[config.mk]
export PLATFORM = sky130hd
export DESIGN_NAME = fw_event_mailbox_wb
export DESIGN_NICKNAME = d
export VERILOG_FILES = /design/src/rtl/fw_event_mailbox_wb.sv
export SDC_FILE = /design/constraint.sdc
export NUM_CORES = 1
export LEC_CHECK = 0
export BUFFER_PORTS_ARGS = -buffer_cell sky130_fd_sc_hd__buf_2
export CAP_MARGIN = 20
export CORE_UTILIZATION = 30
export DETAILED_ROUTE_END_ITERATION = 8
export HOLD_SLACK_MARGIN = 0.03
export PLACE_DENSITY_LB_ADDON = 0.3
export SYNTH_ARGS = -nofsm -noshare
export SYNTH_HDL_FRONTEND = slang
export SYNTH_SLANG_ARGS = --single-unit
[constraint.sdc]
create_clock -name wb_clk_i -period 9.5 [get_ports wb_clk_i]
set_clock_uncertainty 0.2 [all_clocks]
set_input_delay 0 -clock wb_clk_i [delete_from_list [all_inputs] [get_ports wb_clk_i]]
set_output_delay 0 -clock wb_clk_i [all_outputs]
set_load 0.05 [all_outputs]
[src/rtl/fw_event_mailbox_wb.sv]
// Wishbone event mailbox: firmware posts report/warning/error/compare events into a FIFO drained via valid/ready.
// Optional firmware-hang watchdog enabled by defining FW_WATCHDOG_EN.
module fw_event_mailbox_wb #(
    parameter int DEPTH      = 8,
    parameter int CNT_W      = 16,
    parameter int WDOG_LIMIT = 100000
) (
    input  logic        wb_clk_i,
    input  logic        wb_rst_i,
    input  logic [31:0] wb_adr_i,
    input  logic [31:0] wb_dat_i,
    input  logic [3:0]  wb_sel_i,
    input  logic        wb_we_i,
    input  logic        wb_cyc_i,
    input  logic        wb_stb_i,
    output logic        wb_ack_o,
    output logic        wb_err_o,
    output logic [31:0] wb_dat_o,
    output logic        evt_valid_o,
    input  logic        evt_ready_i,
    output logic [2:0]  evt_type_o,
    output logic [31:0] evt_code_o,
    output logic        evt_pass_o,
    output logic        overflow_o
);
    localparam int AW = (DEPTH > 1) ? $clog2(DEPTH) : 1;
    localparam int LW = AW + 1;

    typedef struct packed {
        logic [2:0]  typ;
        logic [31:0] code;
        logic        pass;
    } evt_t;

    logic             ack_q, err_q;
    logic [31:0]      dat_q, dat_d;
    logic [31:0]      code_q, code_d, exp_q, exp_d, meas_q, meas_d;
    logic [CNT_W-1:0] pass_q, pass_d, fail_q, fail_d;
    logic             ovf_q, ovf_d;
    evt_t             mem_q [DEPTH];
    logic [AW-1:0]    rd_q, rd_d, wr_q, wr_d;
    logic [LW-1:0]    cnt_q, cnt_d;
    evt_t             head_q, head_d;
    logic             vld_q;

    logic [5:0] offs;
    logic       access, mapped, wr_acc, rd_acc;
    logic       ctl_push, wdog_fire, wdog_fired;
    logic       push_req, push_acc, pop, full;
    evt_t       push_rec, ctl_rec;
    logic       unused;

    assign offs   = wb_adr_i[7:2];
    assign access = wb_cyc_i & wb_stb_i & ~(ack_q | err_q);
    assign mapped = (offs <= 6'd6);
    assign wr_acc = access & mapped & wb_we_i;
    assign rd_acc = access & mapped & ~wb_we_i;
    assign unused = ^{wb_adr_i[31:8], wb_adr_i[1:0]};

    function automatic logic [31:0] bmerge(input logic [31:0] old, input logic [31:0] nw,
                                           input logic [3:0] sel);
        logic [31:0] r;
        for (int b = 0; b < 4; b++) r[8*b +: 8] = sel[b] ? nw[8*b +: 8] : old[8*b +: 8];
        return r;
    endfunction

`ifdef FW_WATCHDOG_EN
    localparam int WW = $clog2(WDOG_LIMIT + 1);
    logic [WW-1:0] wcnt_q;
    logic          wdog_q;

    // Fires on the cycle the idle count would reach the limit; the count then parks there.
    assign wdog_fire  = ~wr_acc & (wcnt_q == WW'(WDOG_LIMIT - 1));
    assign wdog_fired = wdog_q;

    always_ff @(posedge wb_clk_i) begin
        if (wb_rst_i) begin
            wcnt_q <= '0;
            wdog_q <= 1'b0;
        end else begin
            if (wr_acc)                          wcnt_q <= '0;
            else if (wcnt_q != WW'(WDOG_LIMIT))  wcnt_q <= wcnt_q + WW'(1);
            if (wdog_fire)                                    wdog_q <= 1'b1;
            else if (wr_acc && offs == 6'd4 && wb_dat_i[17])  wdog_q <= 1'b0;
        end
    end
`else
    assign wdog_fire  = 1'b0;
    assign wdog_fired = 1'b0;
`endif

    always_comb begin
        code_d   = code_q;
        exp_d    = exp_q;
        meas_d   = meas_q;
        pass_d   = pass_q;
        fail_d   = fail_q;
        dat_d    = '0;
        ctl_push = 1'b0;
        ctl_rec  = '0;
        if (wr_acc) begin
            case (offs)
                6'd0: if (|wb_dat_i[3:0]) begin
                    ctl_push     = 1'b1;
                    ctl_rec.code = code_q;
                    if (wb_dat_i[3])      ctl_rec.typ = 3'd3;
                    else if (wb_dat_i[2]) begin
                        ctl_rec.typ  = 3'd4;
                        ctl_rec.pass = (exp_q == meas_q);
                        if (exp_q == meas_q) begin
                            if (pass_q != {CNT_W{1'b1}}) pass_d = pass_q + CNT_W'(1);
                        end else begin
                            if (fail_q != {CNT_W{1'b1}}) fail_d = fail_q + CNT_W'(1);
                        end
                    end
                    else if (wb_dat_i[1]) ctl_rec.typ = 3'd2;
                    else                  ctl_rec.typ = 3'd1;
                end
                6'd1:    code_d = bmerge(code_q, wb_dat_i, wb_sel_i);
                6'd2:    exp_d  = bmerge(exp_q, wb_dat_i, wb_sel_i);
                6'd3:    meas_d = bmerge(meas_q, wb_dat_i, wb_sel_i);
                6'd5:    pass_d = '0;
                6'd6:    fail_d = '0;
                default: ;
            endcase
        end
        if (rd_acc) begin
            case (offs)
                6'd1:    dat_d = code_q;
                6'd2:    dat_d = exp_q;
                6'd3:    dat_d = meas_q;
                6'd4:    dat_d = {14'd0, wdog_fired, ovf_q, 16'(cnt_q)};
                6'd5:    dat_d = 32'(pass_q);
                6'd6:    dat_d = 32'(fail_q);
                default: dat_d = '0;
            endcase
        end
    end

    // FIFO bookkeeping; a pop in the same cycle frees the slot a full-FIFO push needs.
    always_comb begin
        pop      = vld_q & evt_ready_i;
        full     = (cnt_q == LW'(DEPTH));
        push_req = ctl_push | wdog_fire;
        push_rec = ctl_push ? ctl_rec : '{typ: 3'd5, code: code_q, pass: 1'b0};
        push_acc = push_req & (~full | pop);

        ovf_d = ovf_q;
        if (wr_acc && offs == 6'd4 && wb_dat_i[16]) ovf_d = 1'b0;
        if (push_req && full && !pop)               ovf_d = 1'b1;

        rd_d  = pop      ? rd_q + AW'(1) : rd_q;
        wr_d  = push_acc ? wr_q + AW'(1) : wr_q;
        cnt_d = cnt_q;
        if (push_acc && !pop)      cnt_d = cnt_q + LW'(1);
        else if (!push_acc && pop) cnt_d = cnt_q - LW'(1);

        if (cnt_d == '0)                    head_d = '0;
        else if (push_acc && wr_q == rd_d)  head_d = push_rec;
        else                                head_d = mem_q[rd_d];
    end

    always_ff @(posedge wb_clk_i) begin
        if (push_acc) mem_q[wr_q] <= push_rec;
    end

    always_ff @(posedge wb_clk_i) begin
        if (wb_rst_i) begin
            ack_q  <= 1'b0;
            err_q  <= 1'b0;
            dat_q  <= '0;
            code_q <= '0;
            exp_q  <= '0;
            meas_q <= '0;
            pass_q <= '0;
            fail_q <= '0;
            ovf_q  <= 1'b0;
            rd_q   <= '0;
            wr_q   <= '0;
            cnt_q  <= '0;
            head_q <= '0;
            vld_q  <= 1'b0;
        end else begin
            ack_q  <= access & mapped;
            err_q  <= access & ~mapped;
            dat_q  <= dat_d;
            code_q <= code_d;
            exp_q  <= exp_d;
            meas_q <= meas_d;
            pass_q <= pass_d;
            fail_q <= fail_d;
            ovf_q  <= ovf_d;
            rd_q   <= rd_d;
            wr_q   <= wr_d;
            cnt_q  <= cnt_d;
            head_q <= head_d;
            vld_q  <= (cnt_d != '0);
        end
    end

    assign wb_ack_o    = ack_q;
    assign wb_err_o    = err_q;
    assign wb_dat_o    = dat_q;
    assign evt_valid_o = vld_q;
    assign evt_type_o  = head_q.typ;
    assign evt_code_o  = head_q.code;
    assign evt_pass_o  = head_q.pass;
    assign overflow_o  = ovf_q;

endmodule

==> results of run 1 <==
## placed cells by master, fill, tap and decap left out, drive strengths merged, types with 13 or more instances in the layout
cell type and count:
a211oi 37, a21oi 154, a22oi 13, buf 143, clkbuf 66, clkinv 22, dfxtp 210, dlygate4sd3 59
edfxtp 288, inv 13, mux2i 60, mux4 72, nand2 158, nand3 109, nand4 13, nor2 109
o21ai 13, xnor2 42
## kinds of logic (layout without fill, tap and decap cells)
family	after synthesis	count (layout)	share of synthesized area (%)
adder cells (fa/ha/maj)	6	6	0.376
multiplexers	132	132	11.1
AND/OR/NAND/NOR	467	467	11.0
other	0	1	0
flip-flops	498	498	64.3
buffers and inverters	140	306	2.80
AO/OA/AOI/OAI	254	254	8.24
XOR/XNOR	48	48	2.10
## state kept, by name, summed over array words and instances (netlist names), 4 cells and up
name,flops
wb_dat_o,32
code_q,32
meas_q,32
cnt_q,4
exp_q,32
mem_q,288
pass_q,16
fail_q,16
evt_code_o,32
## worst paths after layout
path | to | slack (ns) | startpoint
setup / recovery | evt_code_o[10] | 5.08 | wb_ack_o
hold / removal | exp_q[25] | 0.05 | wb_dat_i[25]
setup reg to reg | evt_code_o[10] | 5.08 | wb_ack_o
hold reg to reg | meas_q[28] | 0.28 | meas_q[28]
## stage by stage
stage	area, um2	cells	setup WS (ns)	hold WS, ns
6_report	23600	2576	5.08	0.0498
2_1_floorplan	20000	1545	3.73	-0.0525
3_3_place_gp	21400	2423	5.21	0.0776
5_1_grt	23600	2575	4.82	0.0491
3_5_place_dp	21400	2424	5.21	0.0854
4_1_cts	23600	2575	5.01	0.0338
## metal layers
metal | up-vias | part of all wire (%) | wire length (um)
met5 | - | 0 | 0
met4 | 0 | 2.9 | 1560
met3 | 90 | 5.1 | 2710
met2 | 347 | 49 | 26100
met1 | 6548 | 43 | 23000
li1 | 6009 | - | -
## power groups by stage
stage | combinational, mW | sequential, mW | clock (mW)
after floorplan | 0.530 | 2.61 | 0
after global placement | 0.950 | 2.41 | 0
after detailed placement | 0.955 | 2.41 | 0
after CTS | 0.975 | 2.36 | 1.98
after global routing | 1.02 | 2.37 | 2.06
final | 0.955 | 2.36 | 1.94
## final cells by class
cell class | count | share of cell area, %
repair buffers | 202 | 5.79
clock buffers | 66 | 5.81
multi-input cells | 907 | 28.3
diodes | 1 | 0.0106
well taps | 864 | 4.58
inverters | 12 | 0.191
clock inverters | 26 | 0.927
flip-flops and latches | 498 | 54.4
## tightest hold or removal path: stages
cell           delay (ns)
dlygate4sd3_1        0.54
buf_2                0.14
nand3_1              0.06
a21oi_1              0.05
==> results by group, run 1 <==
Status
  – Status: finished, final reports clean

Setup path
  – CP Cell Sequence: nand4bb_1 -> dlygate4sd3_1 -> nor4_4 -> and2b_1 -> nand4_1 -> buf_4 -> a211oi_1
  – Top Family by Delay on Critical Path: simple AND/OR/NAND/NOR gates
  – Biggest cell delay along the critical path: around 0.76 ns
  – Instance count on the critical path: 7
  – Critical Path Fanout Max: 56
  – Data arrival, critical path: between 4 and 5 ns
  – Startpoint types: register
  – Setup crit end kind: register
  – Slowest cell on crit path: dlygate4sd3_1
  – Buf/Inv on CP: 2
  – Reg2reg path depth: 7
  – Crit path kind: register to register
  – Worst EP required: between 9 and 10 ns

Final layout
  – Area growth, synth to finish: 18.2%
  – Area of the multi-input gates: 6670 um2
  – Layout Nets: between 1,500 and 2,000
  – FF/Latch Area: approximately 13,000 um2
  – Share of layout cells above drive strength 1: between 10% and 20%
  – Fillcell total: about 6,400
  – Fin util: a little over a third

Global route
  – Antenna violations before repair: 0
  – GR Util met1: between 20% and 30%
  – GRT met3 Usage: under 10%
  – Gr usage total: between 15 and 20%
  – First-pass GRT wire length: approximately 79 mm
  – GR Layer Usage met2: a little over a quarter
  – Vias in the first global route: about 13,000
  – Grt ovf: 0
  – GR peak layer: met2
  – Largest net degree at the start of global routing: 103

Clock network
  – Post-CTS Setup Inserts: 0
  – Clock Tree Buf Depth: 3
  – CTS HTree Levels: 2
  – TritonCTS Sinks: 498
  – Reg clk slew, reported paths: 0.06 ns
  – CTS Hold Buffers Added: 59
  – CTS Buf Count: 50
  – Clock Latency Late Sink: 0.59 ns
  – TritonCTS clock tree: built
  – Post-cts resize count: 0
  – Root Buffer: clkbuf_16

Timing
  – Final setup vio count: 0
  – Fin crit period: between 4 and 5 ns
  – Rel. slew slack: roughly 26%
  – Final slew viol count: 0
  – Worst Tran Pin Value: around 1.1 ns
  – Fmax: 226 MHz
  – Final hold violation count: 0
  – Setup TNS: 0 ns
  – RSZ-0062 raised after global routing: false
  – Part of the cycle the worst path needs: a little under half

Synthesis
  – Area leader, netlist: edfxtp_1
  – Commonest cells post-synth: edfxtp_1 (288), dfxtp_1 (210), nand2_1 (158)
  – Synth unique cells: 58
  – Cells after Synth: ~1,500
  – Synth Register Bits: 498
  – Yosys warning count: 0
  – Post-synth EDFFs: between 200 and 300
  – Most common cell in the netlist: edfxtp_1
  – Share of the synthesized area in the top cell type: 43.3%
  – Ys async rst share: 0%
  – Largest cells by area after synthesis: edfxtp_1 (43%), dfxtp_1 (21%), mux4_2 (8.1%)
  – Syn_nets: around 1,600
  – Sequential area share after synthesis: between 60% and 70%
  – Ys flop type: edfxtp_1
  – Synthesized area per cell: 12.9 um2
  – Synthesized area: approximately 20,000 um2

Floorplanning
  – Core area: roughly 66,000 um2
  – Die Ht: around 260 um
  – Die W: about 260 um
  – Area of the die: roughly 68,000 um2
  – I/O pin cnt: between 100 and 150
  – Row count: 94
  – Initial Util: between 30% and 40%

Pwr
  – P_int: 3.79 mW
  – Peak VDD IR: ~130 uV
  – Logic pwr share: between 10% and 20%
  – Clk pwr share: 36.9%
  – Pwr dens: roughly 220 nW/um2
  – Net switching power: 1.47 mW
  – Sequential Power Share: 45.0%
  – Switching share of power: between 20% and 30%
  – Overall Power: around 5.3 mW
  – Leakage: between 8 and 9 nW

Hold path
  – Hold depth: 4
  – HP Class: input port to register

Place
  – Buffers on Ports: ~120
  – Detailed-placement wirelength estimate: ~33 mm
  – Gpl congestion: 0.850

Detailed routing
  – DR vias: ~13,000
  – DR iter-0 viols: 1,171
  – TritonRoute pass-1 iters: 9
  – WL final: between 50 and 60 mm
  – Routed len/inst: between 20 and 25 um
  – Post-DRT Antenna Nets: 0
  – Vias per cell: just over 5
  – Drt drc: 0

Job
  – MaxCap Viol Count: 0
(Power assumes the default switching activity.)
==> run 2: changes to the inputs <==
ABC_AREA = 1   (was not set)
clock period = 3.58 ns   (was 9.5 ns; I/O delays follow)
==> run 2 against run 1 <==
Combinational power is 120% higher. Core utilization up 0.12 points. Wire length is 14% higher. Via count increased by 27%. Non-clock buffer count grew 20. First-iteration DRC count up 3.2%. Largest cell class unchanged. Sequential power increased to 2.6 times the previous value. Setup slack got worse by 4.9 ns. Count of clock-buffer cells in the layout did not move. Clock power grew to 2.6 times the previous value. Final area is 5.4% higher.
==> results by group, run 2 <==
Synthesis
  – Most common cell in the netlist: nand2_1
  – Share of the synthesized area in the top cell type: 40.9% (-2.4 points)
  – Largest cells by area after synthesis: edfxtp_1 (41%), dfxtp_1 (20%), nand2_1 (9.7%)
  – Syn_nets: 2,386 (+47%)
  – Synthesized area: 21,100 um2 (+5.9%)
  – Ys flop type: edfxtp_1
  – Synth unique cells: 44 (-24%)
  – Synth Register Bits: 498 (unchanged)
  – Sequential area share after synthesis: 60.8% (-3.6 points)
  – Ys async rst share: 0% (unchanged)
  – Cells after Synth: 2,306 (+49%)
  – Synthesized area per cell: 9.17 um2 (-29%)
  – Commonest cells post-synth: nand2_1 (544), edfxtp_1 (288), nand3_1 (252)
  – Yosys warning count: 0 (unchanged)
  – Post-synth EDFFs: 288 (unchanged)
  – Area leader, netlist: edfxtp_1

Place
  – Buffers on Ports: 119 (unchanged)
  – Placed inst area: 22,700 um2 (+6.0%)
  – Placed insts: 3,255 (+34%)
  – Setup slack after placement: 0.402 ns (-4.81 ns)
  – Detailed-placement wirelength estimate: 39.3 mm (+21%)
  – Gpl congestion: 0.858 (+0.95%)

Global route
  – Gr usage total: 16.9% (+1.2 points)
  – Largest net degree at the start of global routing: 97 (-5.8%)
  – Vias in the first global route: 16,300 (+27%)
  – Antenna violations before repair: 2 (+2)
  – First-pass GRT wire length: 93.2 mm (+17%)
  – Grt ovf: 0 (unchanged)

Final layout
  – Layout Nets: 2,514 (+44%)
  – Final cell count without fillers: 3,404 (+32%)
  – Fillcell total: 7,026 (+10%)
  – Most common cell after layout, fill and taps aside: nand2_1
  – # diodes: 0 (-1)
  – Area of the multi-input gates: 6950 um2 (+4.2%)
  – Area growth, synth to finish: 17.7%
  – Number of flip-flops in the largest register: 288 (unchanged)
  – Final instance area: 24,900 um2 (+5.4%)
  – Share of layout cells above drive strength 1: 11.5% (-7.7 points)
  – Commonest non-fill, non-tap cells in the layout: nand2_1 (543), edfxtp_1 (288), nand3_1 (249), dfxtp_1 (210), inv_1 (204)
  – Top reg by flops: mem_q
  – FF/Latch Area: 12,900 um2 (unchanged)

Pwr
  – Leakage: 9.45 nW (+13%)
  – Sequential Power Share: 46.4% (+1.4 points)
  – Switching share of power: 28.1% (+0.23 points)
  – Net switching power: 3.74 mW (+160%)
  – Clk pwr share: 37.9% (+1.0 points)
  – Peak VDD IR: 394 uV (+190%)
  – P_int: 9.56 mW (+150%)
  – Logic pwr share: 15.7% (-2.5 points)
  – Pwr dens: 534 nW/um2 (+140%)
  – Overall Power: 13.3 mW (+150%)

Setup path
  – Slowest cell on crit path: dlygate4sd3_1
  – Crit path kind: register to register
  – Critical Path Fanout Max: 26 (-54%)
  – Biggest cell delay along the critical path: 0.60 ns (-0.16 ns)
  – Data arrival, critical path: 3.39 ns (-1.28 ns)
  – Top Family by Delay on Critical Path: buffers and inverters
  – Worst EP required: 3.60 ns (-6.15 ns)
  – CP Cell Sequence: nor2_1 -> nand4_1 -> dlygate4sd3_1 -> nor2_4 -> nand2_4 -> nor2_8 -> inv_1 -> nor2_1 -> inv_1 -> nor3_2 -> buf_4
  – Setup crit end kind: register
  – Startpoint types: register
  – Buf/Inv on CP: 4 (+2)

Timing
  – Rel. slew slack: 51.0% (+25 points)
  – Fmax: 297 MHz (+31%)
  – Post-route setup slack: 0.213 ns (-4.87 ns)
  – Worst Tran Pin Value: 0.734 ns (-0.382 ns)
  – Final setup vio count: 0 (unchanged)
  – Fin crit period: 3.37 ns (-1.05 ns)
  – RSZ-0062 raised after global routing: false
  – Setup TNS: 0 ns (unchanged)
  – Part of the cycle the worst path needs: 94.0% (+48 points)
  – Final slew viol count: 0 (unchanged)
  – Final hold violation count: 0 (unchanged)

Detailed routing
  – DR vias: 16,500 (+27%)
  – Post-DRT Antenna Nets: 0 (unchanged)
  – Vias per cell: 4.84 (-4.0%)
  – WL final: 60.7 mm (+14%)
  – DR iter-0 viols: 1,208 (+3.2%)
  – Routed len/inst: 17.8 um (-14%)
  – Drt drc: 0 (unchanged)
  – TritonRoute pass-1 iters: 7 (-2)

Hold path
  – HP Class: input port to register

Floorplanning
  – Area of the die: 71,500 um2 (+5.8%)
  – Row count: 96 (+2.1%)
  – Initial Util: 30.6% (+0.23 points)
  – I/O pin cnt: 146 (unchanged)
  – Die W: 267 um (+2.9%)
  – Core area: 69,200 um2 (+5.0%)
  – Die Ht: 267 um (+2.9%)

Clock network
  – Root Buffer: clkbuf_16
  – CTS HTree Levels: 2 (unchanged)
  – TritonCTS Sinks: 498 (unchanged)
  – Clock Tree Buf Depth: 3 (unchanged)
  – Reg clk slew, reported paths: 0.07 ns (about the same)
  – Clock Latency Late Sink: 0.59 ns (about the same)
  – CTS Buf Count: 48 (-4.0%)
  – TritonCTS clock tree: built

Job
  – MaxCap Viol Count: 0 (unchanged)

Status
  – Status: finished, final reports clean
## run 2: worst register-to-register path, delay by kind of cell, from the launching register on
family	cells	cell delay, ns
simple gates	7	1.19
flops	1	0.31
buf+inv	4	1.28
## run 2: timing repair
item,CTS,global route
setup buffers,0,0
gates resized for setup,0,4
hold endpoints to repair,183,0
hold buffers,60,0
setup endpoints to repair,0,12
## run 2: power by group through the flow
stage | Sequential, mW | Clock [mW] | Combinational (mW)
final | 6.18 | 5.04 | 2.09
after global routing | 6.18 | 5.34 | 2.31
after CTS | 6.17 | 5.13 | 2.11
after detailed placement | 6.30 | 0 | 2.06
after global placement | 6.30 | 0 | 2.03
after floorplan | 6.64 | 0 | 1.15
## run 2: cell type report
type	instances	area share, %
clock buffer	66	5.31
clock inverter	23	0.910
inverter	213	3.21
multi-input combinational	1451	27.9
sequential	498	51.6
tap	931	4.68
timing repair buffer	222	6.32
## run 2: per-stage QoR
step                      hold WS [ns]  util, %
after floorplan               -0.00833        -
after global placement           0.115     32.8
after detailed placement         0.119     32.8
after CTS                       0.0639     35.9
after global routing             0.116     36.0
final                           0.0835     36.0
## run 2: cells by family after synthesis
logic type               count (synthesis)  synth area share (%)
adder cells (fa/ha/maj)                  6                 0.355
AND/OR/NAND/NOR                       1023                  20.8
buffers and inverters                  357                  6.82
AO/OA/AOI/OAI                          384                  9.60
XOR/XNOR                                38                  1.61
flip-flops                             498                  60.8
## run 2: path summary, 6_finish.rpt
kind / startpoint / end / slack, ns / cells past startpoint
worst max-delay path: wb_err_o / mem_q[3][30] / 0.21 / 11
worst min-delay path: wb_adr_i[7] / cnt_q[2] / 0.08 / 8
worst max register to register: wb_err_o / mem_q[3][30] / 0.21 / 11
worst min register to register: meas_q[30] / meas_q[30] / 0.28 / 2
## run 2: routing by layer
layer	track usage, %	up-vias	share of wire [%]
met4	6.78	0	3.8
met2	28.2	501	47
met3	2.28	127	5.5
li1	-	7983	-
met5	0	-	0
met1	22.1	7868	44
